[src/rtl/ram_sdp_ctrl.sv]
// Arbitrating controller for a simple-dual-port RAM: two round-robin write requesters and one read port.
// Grants are combinational. Read data arrives one cycle after acceptance. A zero-fill sweep blocks all requests.
module ram_sdp_ctrl #(
  parameter int addr_bits = 8,
  parameter int data_bits = 16
) (
  input  logic                 clk,
  input  logic                 rst,
  input  logic                 init,
  output logic                 init_busy,
  input  logic                 wr0_req,
  input  logic [addr_bits-1:0] wr0_addr,
  input  logic [data_bits-1:0] wr0_data,
  output logic                 wr0_gnt,
  input  logic                 wr1_req,
  input  logic [addr_bits-1:0] wr1_addr,
  input  logic [data_bits-1:0] wr1_data,
  output logic                 wr1_gnt,
  input  logic                 rd_req,
  input  logic [addr_bits-1:0] rd_addr,
  output logic                 rd_gnt,
  output logic                 rd_valid,
  output logic [data_bits-1:0] rd_data,
  output logic                 ram_en,
  output logic                 ram_we,
  output logic [addr_bits-1:0] ram_addra,
  output logic [data_bits-1:0] ram_dia,
  output logic [addr_bits-1:0] ram_addrb,
  input  logic [data_bits-1:0] ram_dob
);

  typedef enum logic {RUN, CLEAR} state_t;

  state_t                 state_q;
  logic [addr_bits-1:0]   clr_cnt_q;
  logic                   last_q;      // 0: wr0 granted last, 1: wr1 granted last
  logic                   rd_valid_q;
  logic                   byp_q;
  logic [data_bits-1:0]   byp_data_q;

  logic                   g0_d, g1_d, rg_d, wr_any_d, byp_d;
  logic [addr_bits-1:0]   waddr_d;
  logic [data_bits-1:0]   wdata_d;

  always_comb begin
    g0_d      = 1'b0;
    g1_d      = 1'b0;
    rg_d      = 1'b0;
    ram_we    = 1'b0;
    ram_addra = '0;
    ram_dia   = '0;
    ram_addrb = '0;
    if (!rst && state_q == RUN) begin
      if (wr0_req && wr1_req) begin
        g0_d = last_q;
        g1_d = !last_q;
      end else begin
        g0_d = wr0_req;
        g1_d = wr1_req;
      end
      rg_d = rd_req;
    end
    wr_any_d = g0_d | g1_d;
    waddr_d  = g1_d ? wr1_addr : wr0_addr;
    wdata_d  = g1_d ? wr1_data : wr0_data;
    if (!rst && state_q == CLEAR) begin
      ram_we    = 1'b1;
      ram_addra = clr_cnt_q;
    end else if (wr_any_d) begin
      ram_we    = 1'b1;
      ram_addra = waddr_d;
      ram_dia   = wdata_d;
    end
    if (rg_d) ram_addrb = rd_addr;
    ram_en = ram_we | rg_d;
    // RAM reads old contents on a same-address collision, so forward the write data.
    byp_d  = rg_d && wr_any_d && (rd_addr == waddr_d);
  end

  always_ff @(posedge clk or posedge rst) begin
    if (rst) begin
      state_q    <= RUN;
      clr_cnt_q  <= '0;
      last_q     <= 1'b1;
      rd_valid_q <= 1'b0;
      byp_q      <= 1'b0;
      byp_data_q <= '0;
    end else begin
      rd_valid_q <= rg_d;
      byp_q      <= byp_d;
      if (byp_d) byp_data_q <= wdata_d;
      if (g0_d) last_q <= 1'b0;
      if (g1_d) last_q <= 1'b1;
      case (state_q)
        RUN: begin
          if (init) begin
            state_q   <= CLEAR;
            clr_cnt_q <= '0;
          end
        end
        CLEAR: begin
          if (init) begin
            clr_cnt_q <= '0;
          end else if (clr_cnt_q == '1) begin
            state_q   <= RUN;
            clr_cnt_q <= '0;
          end else begin
            clr_cnt_q <= clr_cnt_q + 1'b1;
          end
        end
        default: state_q <= RUN;
      endcase
    end
  end

  assign wr0_gnt   = g0_d;
  assign wr1_gnt   = g1_d;
  assign rd_gnt    = rg_d;
  assign init_busy = (state_q == CLEAR);
  assign rd_valid  = rd_valid_q;
  assign rd_data   = !rd_valid_q ? '0 : (byp_q ? byp_data_q : ram_dob);

endmodule

[config.mk]
export PLATFORM = sky130hd
export DESIGN_NAME = ram_sdp_ctrl
export DESIGN_NICKNAME = d
export VERILOG_FILES = /design/src/rtl/ram_sdp_ctrl.sv
export SDC_FILE = /design/constraint.sdc
export NUM_CORES = 1
export LEC_CHECK = 0
export ABC_AREA = 1
export CAP_MARGIN = 10
export CORE_MARGIN = 5
export CORE_UTILIZATION = 40
export CTS_CLUSTER_DIAMETER = 120
export DETAILED_ROUTE_END_ITERATION = 10
export PLACE_DENSITY = 0.87
export REMOVE_ABC_BUFFERS = 1
export SETUP_SLACK_MARGIN = 0.02
export SYNTH_ARGS = -nofsm -noshare
export SYNTH_HDL_FRONTEND = slang
export SYNTH_SLANG_ARGS = --single-unit
export TNS_END_PERCENT = 20
[constraint.sdc]
create_clock -name clk -period 4.25 [get_ports clk]
set_input_delay 0.85 -clock clk [delete_from_list [all_inputs] [get_ports clk]]
set_output_delay 0.85 -clock clk [all_outputs]
set_load 0.02 [all_outputs]
* Yosys cells after proc, flatten, opt, wreduce, memory -nomap -nowiden
Index checks and enable logic that the tools add are counted.
Cells by class: add/subtract/negate cells 1, equality and inequality tests 3, muxes and demuxes 26, bitwise operators 3, reductions and logical operators 8
Operators with widths (number):
- 16-bit two-way mux | 5
- 8-bit two-way mux | 7
- 8-bit case mux with 2 select lines | 1
- 1-bit two-way mux | 12
- 8-bit by 1-bit adder with 8-bit output, second input constant | 1
- 8-bit equality test | 1
- 8-bit equality test, second input constant | 1
- 1-bit logical AND | 5
- 1-bit zero test | 2
- 2-bit != test, second input constant | 1
- 1-bit bitwise OR | 2
- 1-bit case mux with 2 select lines | 1
- 2-bit nonzero test | 1
- 1-bit inverter | 1
Storage, ports and cells: register bits 28, bits of input ports 78, output and inout bits 55, word-level logic and storage cells 47

* Depth between registers and ports, before layout
Gate-level depths: netlist (run 1).
depth after elaboration 7, depth in mapped cells 14, gate-level depth less buffers 11

* Worst setup path before layout (run 1)
No wires, ideal clock.
path kind input-to-output, from in rst, to out ram_addra[0], arrival 2370 ps, data required time 3400 ps, path slack 1030 ps, cell stages on the path 3, buffers on the path 0, cells stage by stage inv_1 > nand2_1 > o21ai_0
Between the ends: cells in the longest elaborated chain, start to end 6, elaborated cells on any way between the ends 9, those cells by class 5 x mux; 1 x bitwise; 3 x reduce/logical
Ends and longest elaborated chain:
- start, declared | RTL line 8 | input logic rst,
- 1-bit zero test (no source line) *
- 1-bit logical AND | RTL line 53 | if (!rst && state_q == RUN) begin
- 1-bit two-way mux | RTL line 53
- 8-bit two-way mux / 1-bit bitwise OR (equally long branches) | RTL line 64, 63
- 8-bit two-way mux | RTL line 69 | end else if (wr_any_d) begin
- 8-bit two-way mux * | RTL line 66 | if (!rst && state_q == CLEAR) begin
- end, declared | RTL line 26 | output logic [addr_bits-1:0] ram_addra,
Mark *: on every way between the ends. The rest lies on a longest branch, timed or not.

* Worst setup path after layout (run 1)
from in rst, to out ram_addra[4]
The elaborated chain is that of the path after synthesis.

==> impl_metrics.ini, run 1 <==
[global_routing]
grt_max_degree = 43
antenna_found_initial = 0
grt_pass1_vias = 2786
grt.busiest_layer = met2
gr-total-overflow = 0
use_met2_pct = 39.7
gr-usage-met1_pct = 25.2
met3_usage_pct = 2.95
track_usage_pct = 21.4
grt_first_pass_wirelength_um = 12900

[placed_design]
post-place-ws_ns = 0.196
portBuffers = 132
place_congestion = 0.880
place.detailed.hpwl_um = 6620

[power]
netSwitchingPower_uw = 151
pwr-share-clk_pct = 33.2
p_sw_share_pct = 23.9
p_seq_share_pct = 43.0
peakVddDrop_mv = 0.134
power_density_nw_per_um2 = 168
combPwrFrac_pct = 23.8
total_power_uw = 633
p_leak_nw = 1.94
power.internal_uw = 482

[layout]
finalNetCount = 582
fillers = 518
diodes = 0
syn_to_final_growth_pct = 61.5
drive_gt1_share_pct = 4.38
seq_area_um2 = 702
multi_input_area_um2 = 1270
utilization_pct = 67.5

[worst_setup_path]
arrival_ns = 3.17
cp_top_family = buffers and inverters
r2r_cells = 10
worst_path_most_repeated_cell = clkdlybuf4s50_1
end_kind = output pin
crit_path_start_kind = primary input
cp_num_cells = 6
crit_slowest_cell = clkdlybuf4s50_1
cp_max_fo = 21
worstPathCellList = clkdlybuf4s50_1 -> nor2_8 -> nand3_2 -> o21ai_1 -> o22ai_1 -> clkdlybuf4s50_1
crit_type = primary input to output pin
critPathMaxStageDelay_ns = 0.59
worstPathBufferInverterCount = 2
cp.required_ns = 3.40

[timing]
worst_slew_pin_slew_ns = 0.499
fin_tns_setup_ns = 0
setup_violations = 0
hold_violations = 0
max_freq_mhz = 249
rsz0062_at_grt = no
fin_ws_ns = 0.226
maxSlewViolCount = 0
fin_crit_sh_pct = 94.7
slew_headroom_pct = 66.7
period_minus_slack_ns = 4.02
fin_skew_ns = 0.0132

[clock_tree]
clkTransAtPathRegs_ns = 0.10
cts_buffers = 3
cts_root_buffer = clkbuf_8
cts_tree = yes
cts_hold_buf = 0
clockBufferDepth = 2
clkLatencyLatePin_ns = 0.28
cts_setup_buffers = 0
cts_resized = 0
h-tree-depth = 1
cts_sinks = 28

[worst_hold_path]
hold_class = flip-flop to flip-flop
whs_path_depth = 2

[die]
rows = 27
initial_core_util_pct = 41.8
dieArea_um2 = 7450
dieHeight_um = 86.3
io_pins = 133
die_x_um = 86.3
design.core.area_um2 = 5570

[logic_synthesis]
ys_seq_area_share_pct = 30.1
synthCells = 377
synth-warning-count = 0
synth_area_um2 = 2330
ys_types = 27
avgSynthCellArea_um2 = 6.18
ys_seq_elements = 28

[detailed_routing]
routed_wl_um = 8440
remaining_drc_errors = 0
avgViaCountPerCell = 5.01
drtIter0Drc = 145
antenna_left = 0
drt_pass1_iterations = 5
routedWlPerCell_um = 14.7
dr_total_vias = 2877

[job]
cap_violations = 0

[status]
outcome = finished clean
final cells by class:
| type | count | share of cell area (%) |
|---|---|---|
| clock buffer | 3 | 1.10 |
| inverter | 72 | 7.18 |
| multi-input combinational | 261 | 33.8 |
| sequential | 28 | 18.7 |
| tap | 72 | 2.39 |
| timing repair buffer | 137 | 36.1 |
| clock inverter | 1 | 0.798 |
worst paths after layout:
| check | start | to | slack (ns) |
|---|---|---|---|
| max in group asynchronous | rst | last_q$_DFFE_PP1N_ | 2.83 |
| min in group asynchronous | rst | byp_data_q[5]$_DFFE_PP0P_ | 1.11 |
| worst max register to register | init_busy$_DFF_PP0_ | byp_data_q[14]$_DFFE_PP0P_ | 1.60 |
| worst max-delay path | rst | ram_addra[4] | 0.23 |
| worst min register to register | byp_data_q[15]$_DFFE_PP0P_ | byp_data_q[15]$_DFFE_PP0P_ | 0.49 |
| worst min-delay path | byp_data_q[15]$_DFFE_PP0P_ | byp_data_q[15]$_DFFE_PP0P_ | 0.49 |
registers in the layout (all words and copies together) (netlist names):
signal      cells
byp_q           1
clr_cnt_q       8
byp_data_q     16
last_q          1
rd_valid        1
init_busy       1
metal layers:
layer	part of all wire, %	routed length [µm]
met5	0	0
met4	2.8	234
met3	6.5	547
met2	52	4380
met1	39	3280
tightest hold or removal path, cell delays in order, from the launching register on:
cell     delay [ns]
dfrtp_1        0.36
nand2_1        0.05
nand2_1        0.05
Yosys cell counts (all sizes together):
| library cell | number | area [µm²] |
|---|---|---|
| xnor2 | 1 | 8.76 |
| dfrtp | 27 | 676 |
| nand2 | 90 | 343 |
| nor2 | 64 | 279 |
| o22ai | 10 | 62.6 |
| o21a | 2 | 15.0 |
| ha | 1 | 12.5 |
| inv | 72 | 270 |
| nor3 | 2 | 10.0 |
| buf | 8 | 67.6 |
| nand3 | 18 | 115 |
| o211ai | 1 | 12.5 |
| or2 | 1 | 6.26 |
| dfstp | 1 | 26.3 |
| xor2 | 3 | 26.3 |
| o21ai | 40 | 200 |
| clkbuf | 9 | 33.8 |
| a31oi | 1 | 6.26 |
| a21oi | 2 | 10.0 |
| nand4 | 24 | 150 |
per-stage QoR:
step / std cells / hold WS, ns / area, µm²
3_5_place_dp: 569 / 0.460 / 3680
3_3_place_gp: 569 / 0.456 / 3680
4_1_cts: 573 / 0.486 / 3750
6_report: 574 / 0.485 / 3760
5_1_grt: 574 / 0.506 / 3760
2_1_floorplan: 360 / 0.443 / 2230
layout by cell type, fill, tap and decap left out:
| cell type | instances |
|---|---|
| clkdlybuf4s50_1 | 132 |
| nand2_1 | 88 |
| inv_1 | 72 |
| nor2_1 | 60 |
| o21ai_0 | 37 |
| dfrtp_1 | 27 |
| nand4_1 | 24 |
| nand3_1 | 16 |
| o22ai_1 | 10 |
| buf_4 | 5 |
| xor2_1 | 3 |
| nor2_4 | 3 |
| clkbuf_8 | 3 |
| nor3_1 | 2 |
| a21oi_1 | 2 |
| o21a_1 | 2 |
| nand2_2 | 2 |
| nand3_4 | 2 |
| o21ai_1 | 2 |
| xnor2_1 | 1 |
| nor2_8 | 1 |
| o21ai_2 | 1 |
| o211ai_2 | 1 |
| or2_2 | 1 |
| a31oi_1 | 1 |
| ha_1 | 1 |
| bufinv_16 | 1 |
| nand3_2 | 1 |
| dfstp_2 | 1 |
power by group through the flow:
stage | combinational [mW] | sequential (mW) | clock (mW)
6_report | 0.151 | 0.272 | 0.210
3_5_place_dp | 0.149 | 0.277 | 0
4_1_cts | 0.150 | 0.272 | 0.214
2_1_floorplan | 0.0549 | 0.277 | 0
5_1_grt | 0.165 | 0.273 | 0.224
3_3_place_gp | 0.146 | 0.277 | 0
cells by family after synthesis:
logic type,count (synthesis),share of synthesized area (%)
and+or+nand+nor,199,38.8
xor gates and xnor gates,4,1.50
buffers and inverters,89,15.9
DFF,28,30.1
AOI/OAI and AO/OA,56,13.2
adders and majority gates,1,0.537
No activity file was read; power rests on OpenSTA's default activity.
==> run 2, diff against run 1 <==
--- a/config.mk
+++ b/config.mk
@@ -7,13 +7,13 @@
 export LEC_CHECK = 0
 export ABC_AREA = 1
 export CAP_MARGIN = 10
-export CORE_MARGIN = 5
 export CORE_UTILIZATION = 40
 export CTS_CLUSTER_DIAMETER = 120
 export DETAILED_ROUTE_END_ITERATION = 10
 export PLACE_DENSITY = 0.87
 export REMOVE_ABC_BUFFERS = 1
 export SETUP_SLACK_MARGIN = 0.02
+export SLEW_MARGIN = 20
 export SYNTH_ARGS = -nofsm -noshare
 export SYNTH_HDL_FRONTEND = slang
 export SYNTH_SLANG_ARGS = --single-unit
==> run 2 against run 1 <==
Sequential share of layout area hardly changed. Die area is 18% lower. Worst hold slack worse by 0.0028 ns. Sequential cell count stayed put. Register-to-register slack worse by 0.09 ns. Final cell count is 0.17% lower. First-iteration DRC count is 2.8% lower. Critical path depth is 1 higher. Critical path type unchanged.
==> impl_metrics.ini, run 2 (synthesis gave the netlist of run 1 again) <==
[die]
dieHeight_um = 78.3
design.core.area_um2 = 5570
initial_core_util_pct = 41.8
dieArea_um2 = 6140
rows = 27
io_pins = 133
die_x_um = 78.3

[power]
netSwitchingPower_uw = 155
p_seq_share_pct = 42.7
combPwrFrac_pct = 23.6
power_density_nw_per_um2 = 170
total_power_uw = 637
peakVddDrop_mv = 0.149
p_leak_nw = 1.93
power.internal_uw = 482
pwr-share-clk_pct = 33.7
p_sw_share_pct = 24.4

[worst_setup_path]
cp_max_fo = 23
crit_path_start_kind = primary input
worstPathBufferInverterCount = 2
crit_type = primary input to output pin
arrival_ns = 3.18
crit_slowest_cell = clkdlybuf4s50_1
critPathMaxStageDelay_ns = 0.63
end_kind = output pin
worstPathCellList = clkdlybuf4s50_1 -> nor2_8 -> nand3_2 -> nand2_1 -> nand2_1 -> o22ai_1 -> clkdlybuf4s50_1
cp_top_family = buffers and inverters
cp.required_ns = 3.40

[timing]
whs_ns = 0.483
slew_headroom_pct = 64.9
hold_violations = 0
fin_ws_ns = 0.220
fin_skew_ns = 0.00280
setup_violations = 0
fin_tns_setup_ns = 0
period_minus_slack_ns = 4.03
maxSlewViolCount = 0
fin_crit_sh_pct = 94.8
max_freq_mhz = 248
rsz0062_at_grt = no
worst_slew_pin_slew_ns = 0.527

[clock_tree]
cts_tree = yes
clockBufferDepth = 2
cts_sinks = 28
clkLatencyLatePin_ns = 0.28
cts_setup_buffers = 0
h-tree-depth = 1
cts_hold_buf = 0
cts_root_buffer = clkbuf_8
cts_buffers = 3
cts_resized = 0
clkTransAtPathRegs_ns = 0.10

[global_routing]
track_usage_pct = 25.8
gr-total-overflow = 0
antenna_found_initial = 0
grt_max_degree = 47
grt_pass1_vias = 2663
grt_first_pass_wirelength_um = 12600

[layout]
drive_gt1_share_pct = 4.19
diodes = 0
largest_reg_flops = 16
syn_to_final_growth_pct = 61.1
regMostFlops = byp_data_q
top_regs = byp_data_q: 16 flops, clr_cnt_q: 8 flops
final_common_cell = clkdlybuf4s50_1
finalNetCount = 581
final_cell_mix = clkdlybuf4s50_1, nand2_1, inv_1
final_area_um2 = 3760
utilization_pct = 67.4
finalNonFillerCells = 573
fillers = 530

[detailed_routing]
routed.top_layer = met4
antenna_left = 0
routed_wl_um = 7980
dr_wl_met2_um = 4050
drtIter0Drc = 141
dr_total_vias = 2907
remaining_drc_errors = 0
wl_met3_um = 326
routedWlPerCell_um = 13.9
avgViaCountPerCell = 5.07
wl_met1_um = 3410
drt_pass1_iterations = 5

[status]
outcome = finished clean

[worst_hold_path]
hold_class = flip-flop to flip-flop

[placed_design]
place_congestion = 0.901
placed_cell_area_um2 = 3670
post-place-ws_ns = 0.200
place_inst = 568
place.detailed.hpwl_um = 6160
portBuffers = 132

[job]
cap_violations = 0
## run 2: tightest hold or removal path, cell delays in order, from the launching register on
cell and delay [ns]:
dfrtp_1 0.36, nand2_1 0.05, nand2_1 0.04
## run 2: layout make-up
class | count | area, µm² | area share [%]
flip-flops and latches | 28 | 702 | 18.7
multi-input cells | 261 | 1270 | 33.8
inverters | 72 | 270 | 7.20
clock buffers | 3 | 41.3 | 1.10
repair buffers | 136 | 1350 | 36.0
well taps | 72 | 90.1 | 2.40
clock inverters | 1 | 30.0 | 0.799
## run 2: routing by layer
metal / vias to the layer above / GRT usage, %
li1: 1443 / -
met1: 1353 / 34.0
met2: 95 / 44.1
met3: 16 / 2.21
met4: 0 / 8.89
met5: - / 0
## run 2: final timing paths
kind | slack, ns | start | cells past startpoint | to
max in group asynchronous | 2.81 | rst | 3 | last_q$_DFFE_PP1N_
max | 0.22 | rst | 7 | ram_addra[3]
min in group asynchronous | 1.13 | rst | 3 | clr_cnt_q[0]$_DFFE_PP0P_
min | 0.48 | byp_data_q[7]$_DFFE_PP0P_ | 2 | byp_data_q[7]$_DFFE_PP0P_
max reg2reg | 1.51 | init_busy$_DFF_PP0_ | 10 | byp_data_q[8]$_DFFE_PP0P_
min reg2reg | 0.48 | byp_data_q[7]$_DFFE_PP0P_ | 2 | byp_data_q[7]$_DFFE_PP0P_
## run 2: power groups by stage
stage                     sequential, mW  combinational (mW)  clock [mW]
final                              0.272               0.150       0.215
after global routing               0.272               0.165       0.221
after CTS                          0.272               0.149       0.215
after detailed placement           0.277               0.148           0
after global placement             0.277               0.145           0
after floorplan                    0.277              0.0549           0
==> run 3, diff against run 2 <==
--- a/config.mk
+++ b/config.mk
@@ -7,10 +7,10 @@
 export LEC_CHECK = 0
 export ABC_AREA = 1
 export CAP_MARGIN = 10
-export CORE_UTILIZATION = 40
+export CORE_UTILIZATION = 42
 export CTS_CLUSTER_DIAMETER = 120
 export DETAILED_ROUTE_END_ITERATION = 10
-export PLACE_DENSITY = 0.87
+export PLACE_DENSITY_LB_ADDON = 0.3
 export REMOVE_ABC_BUFFERS = 1
 export SETUP_SLACK_MARGIN = 0.02
 export SLEW_MARGIN = 20
==> run 3 against run 2 <==
Register-to-register slack about the same. Design area decreased by 0.77%. First-iteration DRC count decreased by 2.1%. Global-route usage increased by 0.90 points. Final cell count decreased by 0.52%. Clock-buffer cell count increased by 1. Sequential power about the same.
==> impl_metrics.ini, run 3 (synthesis gave the netlist of run 1 again) <==
[global_routing]
gr-total-overflow = 0
grt_max_degree = 40
grt_pass1_vias = 2741
grt_first_pass_wirelength_um = 12800
antenna_found_initial = 0
track_usage_pct = 26.7

[die]
design.core.area_um2 = 5240
io_pins = 133
rows = 26
die_x_um = 76.5
dieArea_um2 = 5850
dieHeight_um = 76.5
initial_core_util_pct = 44.5

[clock_tree]
cts_resized = 0
cts_hold_buf = 0
clkLatencyLatePin_ns = 0.28
h-tree-depth = 1
cts_tree = yes
cts_setup_buffers = 0
cts_root_buffer = clkbuf_8
cts_buffers = 3
cts_sinks = 28
clockBufferDepth = 2
clkTransAtPathRegs_ns = 0.09

[worst_setup_path]
r2r_slack_ns = 1.52
cp.required_ns = 3.40
critPathLaunch = rst
rr_endpoint = byp_data_q[0]$_DFFE_PP0P_
cp_max_fo = 39
crit_path_start_kind = primary input
crit_type = primary input to output pin
r2r_cells = 9
arrival_ns = 3.21
end_kind = output pin
rr_startpoint = init_busy$_DFF_PP0_

[detailed_routing]
antenna_left = 0
remaining_drc_errors = 0
dr_total_vias = 2899
routed_wl_um = 7540
routedWlPerCell_um = 13.2
drt_pass1_iterations = 4
drtIter0Drc = 138
avgViaCountPerCell = 5.09

[layout]
finalNetCount = 580
regMostFlops = byp_data_q
final_area_um2 = 3730
final_common_cell = clkdlybuf4s50_1
drive_gt1_share_pct = 4.00
largest_reg_flops = 16
syn_to_final_growth_pct = 59.9
final_cell_mix = clkdlybuf4s50_1, nand2_1, inv_1
top_regs = byp_data_q: 16 flops, clr_cnt_q: 8 flops
diodes = 0
finalNonFillerCells = 570

[job]
cap_violations = 0

[placed_design]
placed_cell_area_um2 = 3670
portBuffers = 132
place_congestion = 0.884
post-place-ws_ns = 0.216
place.detailed.hpwl_um = 5970
place_inst = 566

[timing]
hold_violations = 0
worst_slew_pin_slew_ns = 0.499
setup_violations = 0
fin_tns_setup_ns = 0
max_freq_mhz = 246
slew_headroom_pct = 66.7
maxSlewViolCount = 0
rsz0062_at_grt = no
fin_ws_ns = 0.193
fin_skew_ns = 0.00620
period_minus_slack_ns = 4.06
fin_crit_sh_pct = 95.5

[power]
power.internal_uw = 438
p_leak_nw = 1.93
combPwrFrac_pct = 25.3
peakVddDrop_mv = 0.124
p_seq_share_pct = 46.5
total_power_uw = 585
pwr-share-clk_pct = 28.2
p_sw_share_pct = 25.2
power_density_nw_per_um2 = 157
netSwitchingPower_uw = 148

[status]
outcome = finished clean

[worst_hold_path]
whs_path_depth = 2
hp-start = byp_data_q[9]$_DFFE_PP0P_
hold_class = flip-flop to flip-flop
hold_end = byp_data_q[9]$_DFFE_PP0P_
[run 3: changes by cell type in the layout (fill, tap and decap cells not counted)]
cell       change
nand3_2        -1
bufinv_16      -1
clkbuf_8       +1
[run 3: final cells by class]
class,instances,area [µm²]
timing repair buffer,136,1350
inverter,72,270
fill,460,1510
tap,70,87.6
sequential,28,702
clock buffer,4,55.1
multi-input combinational,260,1260
[run 3: stage by stage]
stage	utilization, %	hold WS [ns]
floorplan	-	0.443
global placement	70.1	0.456
detailed placement	70.1	0.459
CTS	71.2	0.481
global route	71.2	0.511
finish	71.2	0.480
[run 3: critical path, stage by stage]
cell and delay (ns):
clkdlybuf4s50_1 0.52, nor2_8 0.23, nand3_4 0.34, buf_4 0.30
nand2_1 0.06, o21ai_1 0.09, o22ai_1 0.15, clkdlybuf4s50_1 0.65
[run 3: power groups by stage]
stage                     logic, mW  clock network (mW)  registers (mW)
final                         0.148               0.165           0.272
after global routing          0.163               0.184           0.273
after floorplan              0.0549                   0           0.277
after global placement        0.145                   0           0.277
after CTS                     0.148               0.167           0.272
after detailed placement      0.148                   0           0.277
[run 3: metal layers]
metal	vias up	GRT usage, %	wire length, µm
li1	1435	-	-
met1	1335	34.7	3240
met2	106	45.0	3690
met3	23	3.11	360
met4	0	10.8	252
met5	-	0	0
[run 3: worst max path at each step]
stage                        end
global placement      ram_dia[0]
global route         ram_dia[13]
finish              ram_addra[1]
detailed placement  ram_addra[1]
CTS                 ram_addra[1]
floorplan           ram_addra[0]
